File: src/rtl/ledpanel_pkg.sv
// Shared constants, types and pixel-word layout for the LED panel stream path.
package ledpanel_pkg;

   localparam int NUM_PANELS  = 8;
   localparam int WIDTH       = 64;
   localparam int HEIGHT      = 64;
   localparam int INPUT_DEPTH = 24;

   // Column needs exactly log2(WIDTH) bits.
   // Row carries one spare bit so it can step past the last row.
   localparam int BITS_WIDTH  = $clog2(WIDTH);
   localparam int BITS_HEIGHT = $clog2(HEIGHT) + 1;

   localparam int ADDR_BITS = 16;
   localparam int ADDR_PAD  = ADDR_BITS - BITS_HEIGHT - BITS_WIDTH;

   // Bit offsets of the colour channels inside the pixel word.
   // The panel stage decodes the word with the same offsets.
   localparam int R_LSB = 0;
   localparam int G_LSB = 8;
   localparam int B_LSB = 16;

   localparam logic [BITS_WIDTH-1:0]  COL_LAST    = BITS_WIDTH'(WIDTH - 1);
   localparam logic [BITS_HEIGHT-1:0] ROW_LAST    = BITS_HEIGHT'(HEIGHT - 1);
   localparam logic [7:0]             HEIGHT_BYTE = 8'(HEIGHT);
   localparam logic [7:0]             PANEL_MAX   = 8'(NUM_PANELS);

   typedef enum logic [1:0] {
      IDLE,
      HDR_ROW,
      PIX,
      DROP
   } parse_state_t;

   // Index 0 means "no panel".
   // Anything above the panel count addresses hardware that does not exist.
   function automatic logic panel_index_bad(input logic [7:0] idx);
      return (idx == 8'd0) || (idx > PANEL_MAX);
   endfunction

endpackage

File: src/rtl/ledpanel_stream_writer_packer.sv
// Collects R, G, B stream bytes into one pixel word.
// A pixel completes combinationally on the B byte.
module rgb_byte_packer
   import ledpanel_pkg::*;
(
   input  logic                   display_clock,
   input  logic                   reset,
   input  logic                   clear,
   input  logic                   byte_valid,
   input  logic [7:0]             byte_in,
   output logic                   pix_valid,
   output logic [INPUT_DEPTH-1:0] pix
);

   logic [1:0] phase;
   logic [7:0] r_hold;
   logic [7:0] g_hold;

   // Byte phase counter and R/G holding registers; clear drops any partial pixel
   always_ff @(posedge display_clock) begin
      if (reset) begin
         phase  <= 2'd0;
         r_hold <= 8'd0;
         g_hold <= 8'd0;
      end else if (clear) begin
         phase <= 2'd0;
      end else if (byte_valid) begin
         case (phase)
            2'd0: begin
               r_hold <= byte_in;
               phase  <= 2'd1;
            end
            2'd1: begin
               g_hold <= byte_in;
               phase  <= 2'd2;
            end
            default: phase <= 2'd0;
         endcase
      end
   end

   // Pixel completes with the blue byte; word assembled from held R/G plus live B
   always_comb begin
      pix_valid         = byte_valid && !clear && (phase == 2'd2);
      pix               = '0;
      pix[R_LSB +: 8]   = r_hold;
      pix[G_LSB +: 8]   = g_hold;
      pix[B_LSB +: 8]   = byte_in;
   end

endmodule

File: src/rtl/ledpanel_stream_writer.sv
// Parses panel packets from the byte stream.
// Issues single-cycle pixel writes on the panel control bus.
module ledpanel_stream_writer
   import ledpanel_pkg::*;
(
   input  logic                   display_clock,
   input  logic                   reset,
   input  logic                   in_valid,
   input  logic [7:0]             in_data,
   input  logic                   in_sof,
   output logic [7:0]             ctrl_en,
   output logic [ADDR_BITS-1:0]   ctrl_addr,
   output logic [INPUT_DEPTH-1:0] ctrl_wdat,
   output logic                   pkt_done,
   output logic                   pkt_err
);

   parse_state_t state;
   parse_state_t state_d;

   logic [7:0]             panel;
   logic                   hdr_bad;
   logic [BITS_HEIGHT-1:0] row;
   logic [BITS_WIDTH-1:0]  col;

   logic                   sof_seen;
   logic                   data_seen;
   logic                   row_bad;
   logic                   row_load;
   logic                   hdr_fault;
   logic                   sof_abort;
   logic                   last_pixel;
   logic                   byte_valid;
   logic                   packer_clear;
   logic                   pix_valid;
   logic [INPUT_DEPTH-1:0] pix;

   assign sof_seen     = in_valid & in_sof;
   assign data_seen    = in_valid & ~in_sof;
   assign row_bad      = (in_data >= HEIGHT_BYTE);
   assign last_pixel   = (row == ROW_LAST) && (col == COL_LAST);
   assign byte_valid   = data_seen && (state == PIX);
   assign packer_clear = sof_seen | row_load;

   rgb_byte_packer u_packer (
      .display_clock (display_clock),
      .reset         (reset),
      .clear         (packer_clear),
      .byte_valid    (byte_valid),
      .byte_in       (in_data),
      .pix_valid     (pix_valid),
      .pix           (pix)
   );

   // Parser state register
   always_ff @(posedge display_clock) begin
      if (reset) begin
         state <= IDLE;
      end else begin
         state <= state_d;
      end
   end

   // Next-state logic; a start-of-frame byte restarts header parsing from any state
   always_comb begin
      state_d = state;
      if (sof_seen) begin
         state_d = HDR_ROW;
      end else if (data_seen) begin
         case (state)
            HDR_ROW: state_d = (hdr_bad || row_bad) ? DROP : PIX;
            PIX:     if (pix_valid && last_pixel) state_d = IDLE;
            default: state_d = state;
         endcase
      end
   end

   // Per-cycle control decode
   // Header faults are flagged on the row byte.
   // A SOF landing in PIX always means an unfinished panel.
   always_comb begin
      row_load  = 1'b0;
      hdr_fault = 1'b0;
      sof_abort = 1'b0;
      case (state)
         HDR_ROW: begin
            if (data_seen) begin
               if (hdr_bad || row_bad) hdr_fault = 1'b1;
               else                    row_load  = 1'b1;
            end
         end
         PIX:     sof_abort = sof_seen;
         default: ;
      endcase
   end

   // Header register: the panel byte is kept and judged as soon as it arrives
   always_ff @(posedge display_clock) begin
      if (reset) begin
         panel   <= 8'd0;
         hdr_bad <= 1'b0;
      end else if (sof_seen) begin
         panel   <= in_data;
         hdr_bad <= panel_index_bad(in_data);
      end
   end

   // Raster address counters: column wraps at the row end and carries into the row
   always_ff @(posedge display_clock) begin
      if (reset) begin
         row <= '0;
         col <= '0;
      end else if (row_load) begin
         row <= in_data[BITS_HEIGHT-1:0];
         col <= '0;
      end else if (pix_valid) begin
         if (col == COL_LAST) begin
            col <= '0;
            row <= row + 1'b1;
         end else begin
            col <= col + 1'b1;
         end
      end
   end

   // Registered control-bus outputs; address and data hold between writes
   always_ff @(posedge display_clock) begin
      if (reset) begin
         ctrl_en   <= 8'd0;
         ctrl_addr <= '0;
         ctrl_wdat <= '0;
         pkt_done  <= 1'b0;
         pkt_err   <= 1'b0;
      end else begin
         ctrl_en  <= pix_valid ? panel : 8'd0;
         pkt_done <= pix_valid & last_pixel;
         pkt_err  <= hdr_fault | sof_abort;
         if (pix_valid) begin
            ctrl_addr <= {{ADDR_PAD{1'b0}}, row, col};
            ctrl_wdat <= pix;
         end
      end
   end

endmodule
File: config.mk
export PLATFORM = sky130hd
export DESIGN_NAME = ledpanel_stream_writer
export DESIGN_NICKNAME = d
export VERILOG_FILES = /design/src/rtl/ledpanel_pkg.sv /design/src/rtl/ledpanel_stream_writer_packer.sv /design/src/rtl/ledpanel_stream_writer.sv
export SDC_FILE = /design/constraint.sdc
export NUM_CORES = 1
export LEC_CHECK = 0
export ABC_AREA = 0
export CAP_MARGIN = 20
export CELL_PAD_IN_SITES_DETAIL_PLACEMENT = 0
export CELL_PAD_IN_SITES_GLOBAL_PLACEMENT = 1
export CORE_UTILIZATION = 35
export DETAILED_ROUTE_END_ITERATION = 16
export GPL_ROUTABILITY_DRIVEN = 0
export PLACE_DENSITY_LB_ADDON = 0.1
export SLEW_MARGIN = 20
export SYNTH_ARGS = -nofsm -noshare
export SYNTH_HDL_FRONTEND = slang
export SYNTH_SLANG_ARGS = --single-unit
File: constraint.sdc
create_clock -name display_clock -period 1.7 [get_ports display_clock]
set_input_delay 0.255 -clock display_clock [delete_from_list [all_inputs] [get_ports display_clock]]
set_output_delay 0.255 -clock display_clock [all_outputs]
set_load 0.05 [all_outputs]
# ---- Yosys cells after proc, flatten, opt, wreduce, memory -nomap -nowiden
# Cells that the tools add are included.
dict set report word_totals {
  reg_bits 89
  out_inout_bits 50
  in_bits 12
  wordCells 75
}
dict set report op_classes {
  n_lt_le_gt_ge 2
  eq_ne 8
  add_sub_neg 2
  n_reduce_logical 24
  mux 17
  bitwise 8
}
# op n
set op_table {}
lappend op_table {{$mux W7} 3}
lappend op_table {{$reduce_and A3 Y1} 4}
lappend op_table {{$mux W1} 10}
lappend op_table {{$ge A8 B7 Y1 const B} 1}
lappend op_table {{$gt A8 B4 Y1 const B} 1}
lappend op_table {{$logic_not A8 Y1} 1}
lappend op_table {{$pmux W2 S2} 2}
lappend op_table {{$reduce_bool A2 Y1} 4}
lappend op_table {{$reduce_or A2 Y1} 4}
lappend op_table {{$add A7 B1 Y7 const B} 1}
lappend op_table {{$eq A7 B6 Y1 const B} 1}
lappend op_table {{$add A6 B1 Y6 const B} 1}
lappend op_table {{$eq A6 B6 Y1 const B} 1}
lappend op_table {{$mux W6} 1}
lappend op_table {{$logic_and A1 B1 Y1} 5}
lappend op_table {{$eq A2 B1 Y1 const B} 2}
lappend op_table {{$eq A2 B2 Y1 const B} 2}
lappend op_table {{$and A1 B1 Y1} 3}
lappend op_table {{$ne A3 B2 Y1 const B} 1}
lappend op_table {{$not A1 Y1} 3}
lappend op_table {{$reduce_bool A3 Y1} 1}
lappend op_table {{$logic_not A2 Y1} 1}
lappend op_table {{$logic_or A1 B1 Y1} 2}
lappend op_table {{$mux W2} 1}
lappend op_table {{4 further kinds} 5}

# ---- Depth between registers and ports, before layout
# Gate-level depths: netlist of run 1.
dict set report logic_depth {
  word_depth 14
  ltp_mapped 6
  ltp_nobuf 5
}

# ---- Modules after synthesis
# Synthesis of run 1 repeated with hierarchy kept, for this count alone.
dict set report unflattened {
  cells_unflattened 360
  hier_area_um2 3574.7
}
# module area_per_inst_um2 seq_area_each_um2 n_inst cells_per_inst
set by_module_without_submodules {}
lappend by_module_without_submodules {ledpanel_stream_writer 2716.4 1421.4 1 278}
lappend by_module_without_submodules {rgb_byte_packer 858.3 360.3 1 82}

# ---- Least setup slack after synthesis of run 1
# Ideal clock, no wire load.
dict set report synth_path {
  path_type {register -> register}
  from {register col[0]}
  to {register row[4]}
  path_stages_with_launch 7
  t_arrival_ps 1601
  path_slack_ps 26
  t_required_ps 1626
  synth_period_minus_slack_ps 1674
  path_buffers 1
  setup_time_ps 74
  cell_sequence {dfxtp_1 > ha_1 > nand3_1 > or3_4 > buf_6 > or3_1 > o211ai_2}
}
dict set report synth_between {
  elab_chain_cells 3
}
# item line_no
set synth_lines {}
lappend synth_lines {{from (decl)} ledpanel_stream_writer.sv:24} ;# logic [BITS_WIDTH-1:0] col;
lappend synth_lines {{from (signal assigned)} ledpanel_stream_writer.sv:121} ;# col <= col + 1'b1;
lappend synth_lines {{$eq A6 B6 Y1} ledpanel_stream_writer.sv:117} ;# if (col == COL_LAST) begin
lappend synth_lines {{$reduce_bool A2 Y1 (no source line)} n/a}
lappend synth_lines {{$reduce_and A2 Y1 (no source line)} n/a}
lappend synth_lines {{to (signal assigned)} ledpanel_stream_writer.sv:114} ;# row <= in_data[BITS_HEIGHT-1:0];
lappend synth_lines {{to (signal assigned)} ledpanel_stream_writer.sv:119} ;# row <= row + 1'b1;
lappend synth_lines {{to (decl)} ledpanel_stream_writer.sv:23} ;# logic [BITS_HEIGHT-1:0] row;
# No other way between the ends.
# A chain may end at the register's enable or synchronous reset.

# ---- Worst setup path in the final report of run 1
dict set report layout_path {
  from {input in_sof}
  to {register row[1]}
}
dict set report layout_between {
  elab_chain_cells 10
  elab_cells_between_ends 14
  cone_classes {3 x mux; 4 x bitwise; 7 x reduce/logical}
}
# item line_no
set layout_lines {}
lappend layout_lines {{from (decl)} ledpanel_stream_writer.sv:10} ;# input logic in_sof,
lappend layout_lines {{$not A1 Y1} ledpanel_stream_writer.sv:39} ;# assign data_seen = in_valid & ~in_sof;
lappend layout_lines {{$and A1 B1 Y1} ledpanel_stream_writer.sv:39}
lappend layout_lines {{$mux W1} ledpanel_stream_writer.sv:87} ;# if (data_seen) begin
lappend layout_lines {{$mux W1} ledpanel_stream_writer.sv:85} ;# case (state)
lappend layout_lines {{$or A1 B1 Y1} ledpanel_stream_writer.sv:43} ;# assign packer_clear = sof_seen | row_load;
lappend layout_lines {{$logic_not A1 Y1} ledpanel_stream_writer_packer.sv:44} ;# pix_valid = byte_valid && !clear && (phase == 2'd2);
lappend layout_lines {{$logic_and A1 B1 Y1 (2 in a row)} ledpanel_stream_writer_packer.sv:44}
lappend layout_lines {{$reduce_bool A2 Y1 (no source line)} n/a}
lappend layout_lines {{$reduce_and A2 Y1 (no source line)} n/a}
# Parallel ways exist; a longest one is shown, timed or not.

==> run summary, run 1 <==
net switching fraction of the power - 0.226
antenna-violating nets left - 0
antenna violations before repair - 0
Critical Path RT - 1950 ps
clk_skew - 5.74 ps
DP Area - 4210 µm²
CP Max Fanout - 6
Finished Cell Area - 4460 µm²
Die Wd - 99.9 µm
clock group share of total power - 0.378
Die H - 99.9 µm
Synth cell types - 45
CTS tree - done
top cells by area, synth - dfxtp_1, nand2_1, a21oi_1
maximum VDD drop - 0.000437 V
Post-layout nets - 496
final WL - 8660 µm
synthesized area per cell - 8.56 µm²
Worst Hold Class - primary input to register
clock slew at reported path FFs - 80 ps
Post-synth EDFFs - 0
number of fill cells in the layout - 960
crit end category - register
Top Ports - 62
outcome - finished, final reports clean
sink count of the clock tree - 89
RSZ-0062 raised after global routing - true
H-tree depth - 3
core area - 9280 µm²
# diodes - 0
share of post-route cells with drive strength above 1 - 0.243
Arrival @ worst endpoint - 1930 ps
Flop pwr share - 0.568
total net switching power - 839 µW
Hold Buf Count CTS - 0
Layout area overhead - 32.9%
pwr/cell area - 832 nW/µm²
hpwl dp - 5940 µm
drt wl/cell - 14.1 µm
Max clock buf depth - 2
Max-Cap Viols - 0
First-pass DRT Iterations - 4
Int Power - 2.87 mW
largest net degree at the start of global routing - 35
Final Power - 3.71 mW
fin crit period - 1680 ps
ys async rst share - 0
Seq/Total Area, Yosys - 0.531
synthesis-stage register bit count - 89
DRC viols - 0
Tot GR Track Use - 0.185
Final Hold Fails - 0
endpoints failing setup - 0
startpoint types - primary input
Yosys top cell by area - dfxtp_1
# rows - 35
fin cells - 614
final period utilization - 0.986
Worst R2R Setup Slack - 40 ps
Fmax - 0.596 GHz
Via Count - 2963
IO buf count - 58
DR vias/cell - 4.83
cts bufs inserted - 9
Iter 0 DRT Violations - 79
dpl cells - 597
leakage - 1.84 nW
Synth Flop Type - dfxtp_1
CTS root buffer - clkbuf_8
first-pass GRT wire length - 14200 µm
Final Max Slew Viols - 0
combinational power share - 0.054
Syn Std Cell Area - 3350 µm²
Clk Latency, worst-skew pair - 360 ps
top-area cell type share of the netlist area - 0.531
YS warnings - 0
die area - 9980 µm²
critical path class - primary input to register
vias in the first global route - 2867
Initial Utilization - 0.361
remaining global-route overflow - 0
worst slack, placed - -412 ps
Post-Synthesis Cells - 392
final worst setup slack - 23.4 ps
-- kinds of logic after synthesis --
| group | count (synthesis) | synth area share |
|---|---|---|
| simple gates | 180 | 0.242 |
| other cells | 1 | 0.00112 |
| mux | 16 | 0.0477 |
| fa+ha+maj | 2 | 0.00746 |
| flops | 89 | 0.531 |
| xor+xnor | 5 | 0.0131 |
| compound gates | 70 | 0.118 |
| buf+inv | 29 | 0.0395 |
-- repair_timing --
item / CTS / global route
endpoints found under the hold margin: 0 / 0
pin swaps: 0 / 1
setup buffers: 0 / 3
setup endpoints to repair: 1 / 5
resized for setup: 0 / 12
-- power by group through the flow --
stage	registers, mW	logic (mW)	clock network (mW)
finish	2.11	0.201	1.40
global route	2.11	0.218	1.53
CTS	2.11	0.199	1.44
detailed placement	2.16	0.198	0
global placement	2.16	0.197	0
floorplan	2.16	0.0894	0
-- synth_stat cells, drive strengths merged (2+ instances only) --
cell,number
ha,2
nand2b,2
nor2b,2
dfxtp,89
buf,9
o211ai,2
mux2i,16
nor2,25
or3,6
clkbuf,16
a211oi,2
nand4,2
and3,9
nor3,7
a32oi,3
and2,3
nand2,104
xor2,2
nor4,4
inv,4
xnor2,3
a21oi,54
o21ai,2
nand3,8
nor3b,2
-- metrics by stage --
step / utilization / setup TNS (ps) / hold WS, ps
floorplan: - / 0 / 391
global placement: 0.454 / -12440 / 440
detailed placement: 0.454 / -15140 / 443
CTS: 0.473 / -26.2 / 176
global route: 0.480 / -31.0 / 179
finish: 0.480 / 0 / 192
-- per-layer routing --
metal	track usage	up-vias	wire (µm)
met2	0.295	63	3850
met3	0.0369	12	335
met5	0	-	0
met4	0.0747	0	144
li1	-	1501	-
met1	0.244	1387	4330
-- area by class of cell --
class	instances	area [µm²]	share of cell area
Sequential cell	89	1780	0.400
Clock buffer	10	138	0.0309
Inverter	4	15.0	0.00337
Timing Repair Buffer	102	826	0.185
Multi-Input combinational cell	276	1490	0.334
Clock inverter	4	45.0	0.0101
Tap cell	129	161	0.0362
-- flip-flops by register name (all words and copies together) (netlist names) --
signal / count
ctrl_wdat: 24
ctrl_addr: 13
ctrl_en: 8
panel: 8
u_packer.g_hold: 8
u_packer.r_hold: 8
row: 7
col: 6
state: 2
u_packer.phase: 2
hdr_bad: 1
pkt_done: 1
pkt_err: 1
-- layout by cell type, fill, tap and decap left out, types with 3 or more instances in the layout --
master           Yosys  layout
a21oi_1             54      54
a32oi_1              3       3
and2_1               2       3
and3_1               9       9
buf_12               0       3
buf_4                3      88
clkbuf_8             0      10
clkdlybuf4s50_1      0      10
clkinv_2             0       3
conb_1               1       3
dfxtp_1             89      87
inv_1                4       4
mux2i_1             16      16
nand2_1            104     104
nand3_1              8       7
nor2_1              25      24
nor3_1               7       7
nor4_1               4       4
or3_1                5       4
xnor2_1              3       3
-- path summary, 6_finish.rpt --
| check | start | depth (start not counted) | to |
|---|---|---|---|
| setup / recovery | in_sof | 7 | row[1] |
| hold / removal | reset | 2 | row[3] |
| setup reg to reg | col[0] | 7 | row[1] |
| hold reg to reg | panel[6] | 2 | panel[6] |
-- worst max-delay path, stage by stage --
cell and delay, ps:
clkdlybuf4s50_1 430, nand4bb_2 320, or3_4 410, buf_4 180, buf_4 140, o22ai_2 130, nor3_1 60
Note: power is estimated with default switching activity, not from simulation.
==> run 2: changes to the inputs <==
--- a/config.mk
+++ b/config.mk
@@ -9,7 +9,7 @@
 export CAP_MARGIN = 20
 export CELL_PAD_IN_SITES_DETAIL_PLACEMENT = 0
 export CELL_PAD_IN_SITES_GLOBAL_PLACEMENT = 1
-export CORE_UTILIZATION = 35
+export CORE_UTILIZATION = 40
 export DETAILED_ROUTE_END_ITERATION = 16
 export GPL_ROUTABILITY_DRIVEN = 0
 export PLACE_DENSITY_LB_ADDON = 0.1
==> constraint.sdc (replaced) <==
create_clock -name display_clock -period 2.1 [get_ports display_clock]
set_input_delay 0.315 -clock display_clock [delete_from_list [all_inputs] [get_ports display_clock]]
set_output_delay 0.315 -clock display_clock [all_outputs]
set_load 0.05 [all_outputs]
==> run 2 against run 1 <==
Compared with the run above:
- clock skew up 1.6 ps
- global-route usage grew 1.0 points
- core utilization up 4.6 points
- highest routed layer unchanged
- final area decreased by 3.5%
- critical path type is now register to primary output
- clock-buffer cell count stayed put
- largest cell class unchanged
- worst setup slack improved by 250 ps
- power decreased by 20%
- register-to-register slack improved by 300 ps
- sequential share of layout area rose by 1.4 points
- worst hold slack improved by 190 ps
- combinational power shrank 28%
- critical path depth down 6
==> run summary, run 2 (synthesis gave the netlist of run 1 again) <==
clk_skew - 7.39 ps (+1.65 ps)
Die Wd - 93.6 µm (-6.3%)
CTS tree - done
antenna-violating nets left - 0 (unchanged)
Die H - 93.6 µm (-6.3%)
Hold Buf Count CTS - 0 (unchanged)
remaining global-route overflow - 0 (unchanged)
antenna violations before repair - 0 (unchanged)
crit end category - primary output
FF-to-FF path depth - 4 (-3)
Worst R2R Setup Slack - 340 ps (+300 ps)
sink count of the clock tree - 89 (unchanged)
leakage - 1.61 nW (-12%)
startpoint types - register
RR Startpoint - col[3]
CP Max Fanout - 2 (-4)
Biggest register - ctrl_wdat
critical path depth - 1 (-6)
Int Power - 2.31 mW (-19%)
registers with the most flip-flops - ctrl_wdat x24, ctrl_addr x13
final WL - 8070 µm (-6.8%)
Fmax - 0.546 GHz
Initial Utilization - 0.410 (+0.0490)
clock group share of total power - 0.378 (about the same)
slowest library cell on the worst path - clkdlybuf4s50_1
relative slew slack - 0.651
reg2reg end - row[2]
Via Count - 2879 (-2.8%)
Resized Gates After CTS - 0 (unchanged)
share of post-route cells with drive strength above 1 - 0.0886 (-0.155)
Final Power - 2.98 mW (-20%)
Max clock buf depth - 2 (unchanged)
drt wl/cell - 14.2 µm (+0.75%)
# diodes - 0 (unchanged)
Largest register FFs - 24 (unchanged)
Worst Hold Class - primary input to register
Max-Cap Viols - 0 (unchanged)
Flop pwr share - 0.573 (+0.005)
net switching fraction of the power - 0.224 (-0.00244)
crit-path max cell delay - 830 ps (+400 ps)
DR vias/cell - 5.07 (+5.0%)
Clk Latency, worst-skew pair - 350 ps (about the same)
hold path depth - 2 (unchanged)
most frequent cells in the layout - nand2_1, dfxtp_1, clkdlybuf4s50_1
Tot GR Track Use - 0.195 (+0.0103)
Worst Path Buf+Inv - 1 (-2)
Layout area overhead - 28.2%
endpoints failing setup - 0 (unchanged)
cts bufs inserted - 9 (unchanged)
Final Max Slew Viols - 0 (unchanged)
Critical Path RT - 1780 ps (-170 ps)
first-pass GRT wire length - 12900 µm (-8.7%)
post-layout util - 0.526 (+0.0460)
vias in the first global route - 2565 (-11%)
Top Ports - 62 (unchanged)
largest net degree at the start of global routing - 42 (+20%)
RSZ-0062 raised after global routing - false
total net switching power - 667 µW (-21%)
outcome - finished, final reports clean
Top delay family on crit path - buffers and inverters
Final Hold Fails - 0 (unchanged)
actual slew at the worst max-slew pin - 522 ps
fin crit period - 1830 ps
DRC viols - 0 (unchanged)
CTS root buffer - clkbuf_8
Arrival @ worst endpoint - 1510 ps (-420 ps)
CP Cell Sequence - clkdlybuf4s50_1
Iter 0 DRT Violations - 164 (+110%)
core area - 8180 µm² (-12%)
clock slew at reported path FFs - 80 ps (about the same)
Hold Crit Start - reset
number of fill cells in the layout - 803 (-16%)
pwr/cell area - 693 nW/µm² (-17%)
IO buf count - 58 (unchanged)
final period utilization - 0.871
maximum VDD drop - 0.000418 V (-4.3%)
Post-CTS Setup Bufs - 0 (unchanged)
hold path endpoint - state[0]
# rows - 33 (-5.7%)
combinational power share - 0.049 (-0.005)
H-tree depth - 3 (unchanged)
First-pass DRT Iterations - 4 (unchanged)
Post-layout nets - 474 (-4.4%)
die area - 8760 µm² (-12%)
most common cell after layout, fill and taps aside - nand2_1
hpwl dp - 5560 µm (-6.5%)
critical path class - register to primary output
[run 2: worst max path at each step]
stage | start | to | slack [ps]
floorplan | col[0] | row[4] | 430
global placement | in_sof | row[6] | -1
detailed placement | in_valid | row[2] | -8
CTS | ctrl_wdat[18] | ctrl_wdat[18] | 260
global route | ctrl_wdat[18] | ctrl_wdat[18] | 230
finish | ctrl_wdat[18] | ctrl_wdat[18] | 270
[run 2: final cells by class]
cell class              count  area [µm²]  area share
flip-flops and latches     89        1780       0.414
multi-input cells         276        1450       0.337
repair buffers             80         741       0.172
clock buffers              10         138      0.0320
well taps                 105         131      0.0305
clock inverters             4        45.0      0.0105
inverters                   4        15.0     0.00349
[run 2: power groups by stage]
| stage | registers (mW) | logic, mW | clock network [mW] |
|---|---|---|---|
| CTS | 1.71 | 0.146 | 1.16 |
| global placement | 1.75 | 0.145 | 0 |
| detailed placement | 1.75 | 0.146 | 0 |
| floorplan | 1.75 | 0.0724 | 0 |
| global route | 1.71 | 0.156 | 1.23 |
| finish | 1.71 | 0.145 | 1.13 |
[run 2: worst reg2reg max path, cell delays in order, from the launching register on]
cell and delay (ps):
dfxtp_1 440, nand4b_1 250, or3_4 500, or4_1 410, o211ai_1 90
[run 2: per-stage QoR]
step | setup WS (ps) | cells | TNS, ps | hold WS [ps] | cell area, µm²
2_1_floorplan | 426 | 394 | 0 | 432 | 3360
3_3_place_gp | -1.20 | 554 | -1.20 | 439 | 4120
3_5_place_dp | -7.84 | 554 | -8.45 | 445 | 4120
4_1_cts | 258 | 568 | 0 | 364 | 4300
5_1_grt | 227 | 568 | 0 | 393 | 4300
6_report | 270 | 568 | 0 | 377 | 4300
[run 2: layer usage]
metal,vias up,track usage,part of all wire
li1,1451,-,-
met1,1328,0.262,0.48
met2,86,0.296,0.44
met3,14,0.0439,0.060
met4,0,0.0897,0.024
met5,-,0,0
==> run 3: changes to the inputs <==
--- a/config.mk
+++ b/config.mk
@@ -9,7 +9,7 @@
 export CAP_MARGIN = 20
 export CELL_PAD_IN_SITES_DETAIL_PLACEMENT = 0
 export CELL_PAD_IN_SITES_GLOBAL_PLACEMENT = 1
-export CORE_UTILIZATION = 40
+export CORE_UTILIZATION = 41
 export DETAILED_ROUTE_END_ITERATION = 16
 export GPL_ROUTABILITY_DRIVEN = 0
 export PLACE_DENSITY_LB_ADDON = 0.1
==> run 3 against run 2 <==
Compared with the run above:
- final cell count decreased by 0.70%
- maximum frequency increased by 1.1%
- sequential cell count unchanged
- non-clock buffer count decreased by 2
- via count decreased by 1.6%
- sequential power about the same
- register-to-register slack improved by 20 ps
- combinational power decreased by 3%
- global-route usage increased by 0.096 points
- clock-buffer cell count increased by 2
- worst setup slack improved by 21 ps
- critical path type unchanged
- critical endpoint unchanged
- highest routed layer unchanged
==> run summary, run 3 (synthesis gave the netlist of run 1 again) <==
Via Count - 2834 (-1.6%)
CP Cell Sequence - clkdlybuf4s50_1
crit-path max cell delay - 810 ps (-20 ps)
CTS tree - done
Worst Path Buf+Inv - 1 (unchanged)
antenna-violating nets left - 0 (unchanged)
pwr/cell area - 719 nW/µm² (+3.8%)
Finished Cell Area - 4320 µm² (+0.49%)
fin crit period - 1810 ps (-20.7 ps)
most frequent cells in the layout - nand2_1, dfxtp_1, clkdlybuf4s50_1
final WL - 7950 µm (-1.5%)
final period utilization - 0.862 (-0.00985)
H-tree depth - 3 (unchanged)
# diodes - 0 (unchanged)
Die H - 92.5 µm (-1.2%)
Max clock buf depth - 2 (unchanged)
dpl cells - 549 (-0.90%)
Die Wd - 92.5 µm (-1.2%)
Post-layout nets - 472 (-0.42%)
startpoint types - register
Tot GR Track Use - 0.196 (+0.000962)
Biggest register - ctrl_wdat
first-pass GRT wire length - 13000 µm (+0.59%)
clk_skew - 6.91 ps (-0.478 ps)
CTS root buffer - clkbuf_8
largest net degree at the start of global routing - 37 (-12%)
DP Area - 4110 µm² (-0.15%)
setup TNS - 0 ps (unchanged)
CP Max Fanout - 2 (unchanged)
Top delay family on crit path - buffers and inverters
GR Util met3 - 0.0386 (-0.00531)
First-pass DRT Iterations - 5 (+1)
sink count of the clock tree - 89 (unchanged)
Hold Buf Count CTS - 0 (unchanged)
Iter 0 DRT Violations - 92 (-44%)
Arrival @ worst endpoint - 1490 ps (-20 ps)
clock slew at reported path FFs - 80 ps (about the same)
RSZ-0062 raised after global routing - false
Layout area overhead - 28.9%
Max-Cap Viols - 0 (unchanged)
IO buf count - 58 (unchanged)
Final Max Slew Viols - 0 (unchanged)
remaining global-route overflow - 0 (unchanged)
core area - 7810 µm² (-4.5%)
Final Hold Fails - 0 (unchanged)
Resized Gates After CTS - 0 (unchanged)
relative slew slack - 0.655 (+0.00352)
vias in the first global route - 2667 (+4.0%)
DR vias/cell - 5.02 (-0.86%)
Critical Path RT - 1780 ps (about the same)
Initial Utilization - 0.430 (+0.0193)
maximum VDD drop - 0.000408 V (-2.5%)
endpoints failing setup - 0 (unchanged)
fin cells - 564 (-0.70%)
outcome - finished, final reports clean
most common cell after layout, fill and taps aside - nand2_1
registers with the most flip-flops - ctrl_wdat x24, ctrl_addr x13
DRC viols - 0 (unchanged)
cts bufs inserted - 9 (unchanged)
# rows - 32 (-3.0%)
leakage - 1.62 nW (+0.31%)
hpwl dp - 5380 µm (-3.2%)
met1 usage - 0.257 (-0.00561)
drt wl/cell - 14.1 µm (-0.84%)
Worst Hold Class - primary input to register
actual slew at the worst max-slew pin - 516 ps (-5.27 ps)
critical path class - register to primary output
busiest layer in global routing - met2
Post-CTS Setup Bufs - 0 (unchanged)
slowest library cell on the worst path - clkdlybuf4s50_1
share of post-route cells with drive strength above 1 - 0.0823 (-0.00630)
Clk Latency, worst-skew pair - 340 ps (about the same)
antenna violations before repair - 0 (unchanged)
met2 usage - 0.310 (+0.0145)
Fmax - 0.553 GHz (+1.1%)
Largest register FFs - 24 (unchanged)
die area - 8550 µm² (-2.4%)
crit end category - primary output
Top Ports - 62 (unchanged)
## run 3: changes by cell type in the layout (fill, tap and decap cells not counted), sizes merged
cell,delta
buf,-2
clkinv,-2
bufinv,+1
clkbuf,+2
## run 3: area by class of cell
type,count,area (µm²)
fillers,749,3480
flip-flops and latches,89,1780
multi-input cells,276,1450
repair buffers,78,738
clock buffers,12,145
well taps,102,128
clock inverters,3,65.1
inverters,4,15.0
## run 3: per-layer routing
metal  vias to the layer above  part of all wire
li1                       1448                 -
met4                         0             0.017
met2                        59              0.44
met5                         -                 0
met3                        10             0.035
met1                      1317              0.50
## run 3: power by group
group,switching (mW),internal [mW],leakage [nW]
logic,0.0920,0.0494,0.795
clock network,0.562,0.696,0.106
registers,0.00865,1.70,0.718
total,0.663,2.44,1.62
## run 3: path summary, 6_finish.rpt
check | endpoint | from | slack (ps) | cells after the start
worst max register to register | row[2] | col[0] | 360 | 5
worst min-delay path | ctrl_addr[1] | reset | 390 | 2
worst min register to register | ctrl_wdat[11] | u_packer.g_hold[3] | 450 | 2
worst max-delay path | ctrl_wdat[18] | ctrl_wdat[18] | 290 | 1
## run 3: stage by stage
step	worst slack (ps)	total power, mW	utilization	hold slack, ps
6_report	291	3.11	0.554	392
5_1_grt	229	3.22	0.554	405
4_1_cts	267	3.14	0.554	381
3_5_place_dp	-4.14	1.89	0.527	445
3_3_place_gp	28.2	1.89	0.527	439
2_1_floorplan	426	1.82	-	432
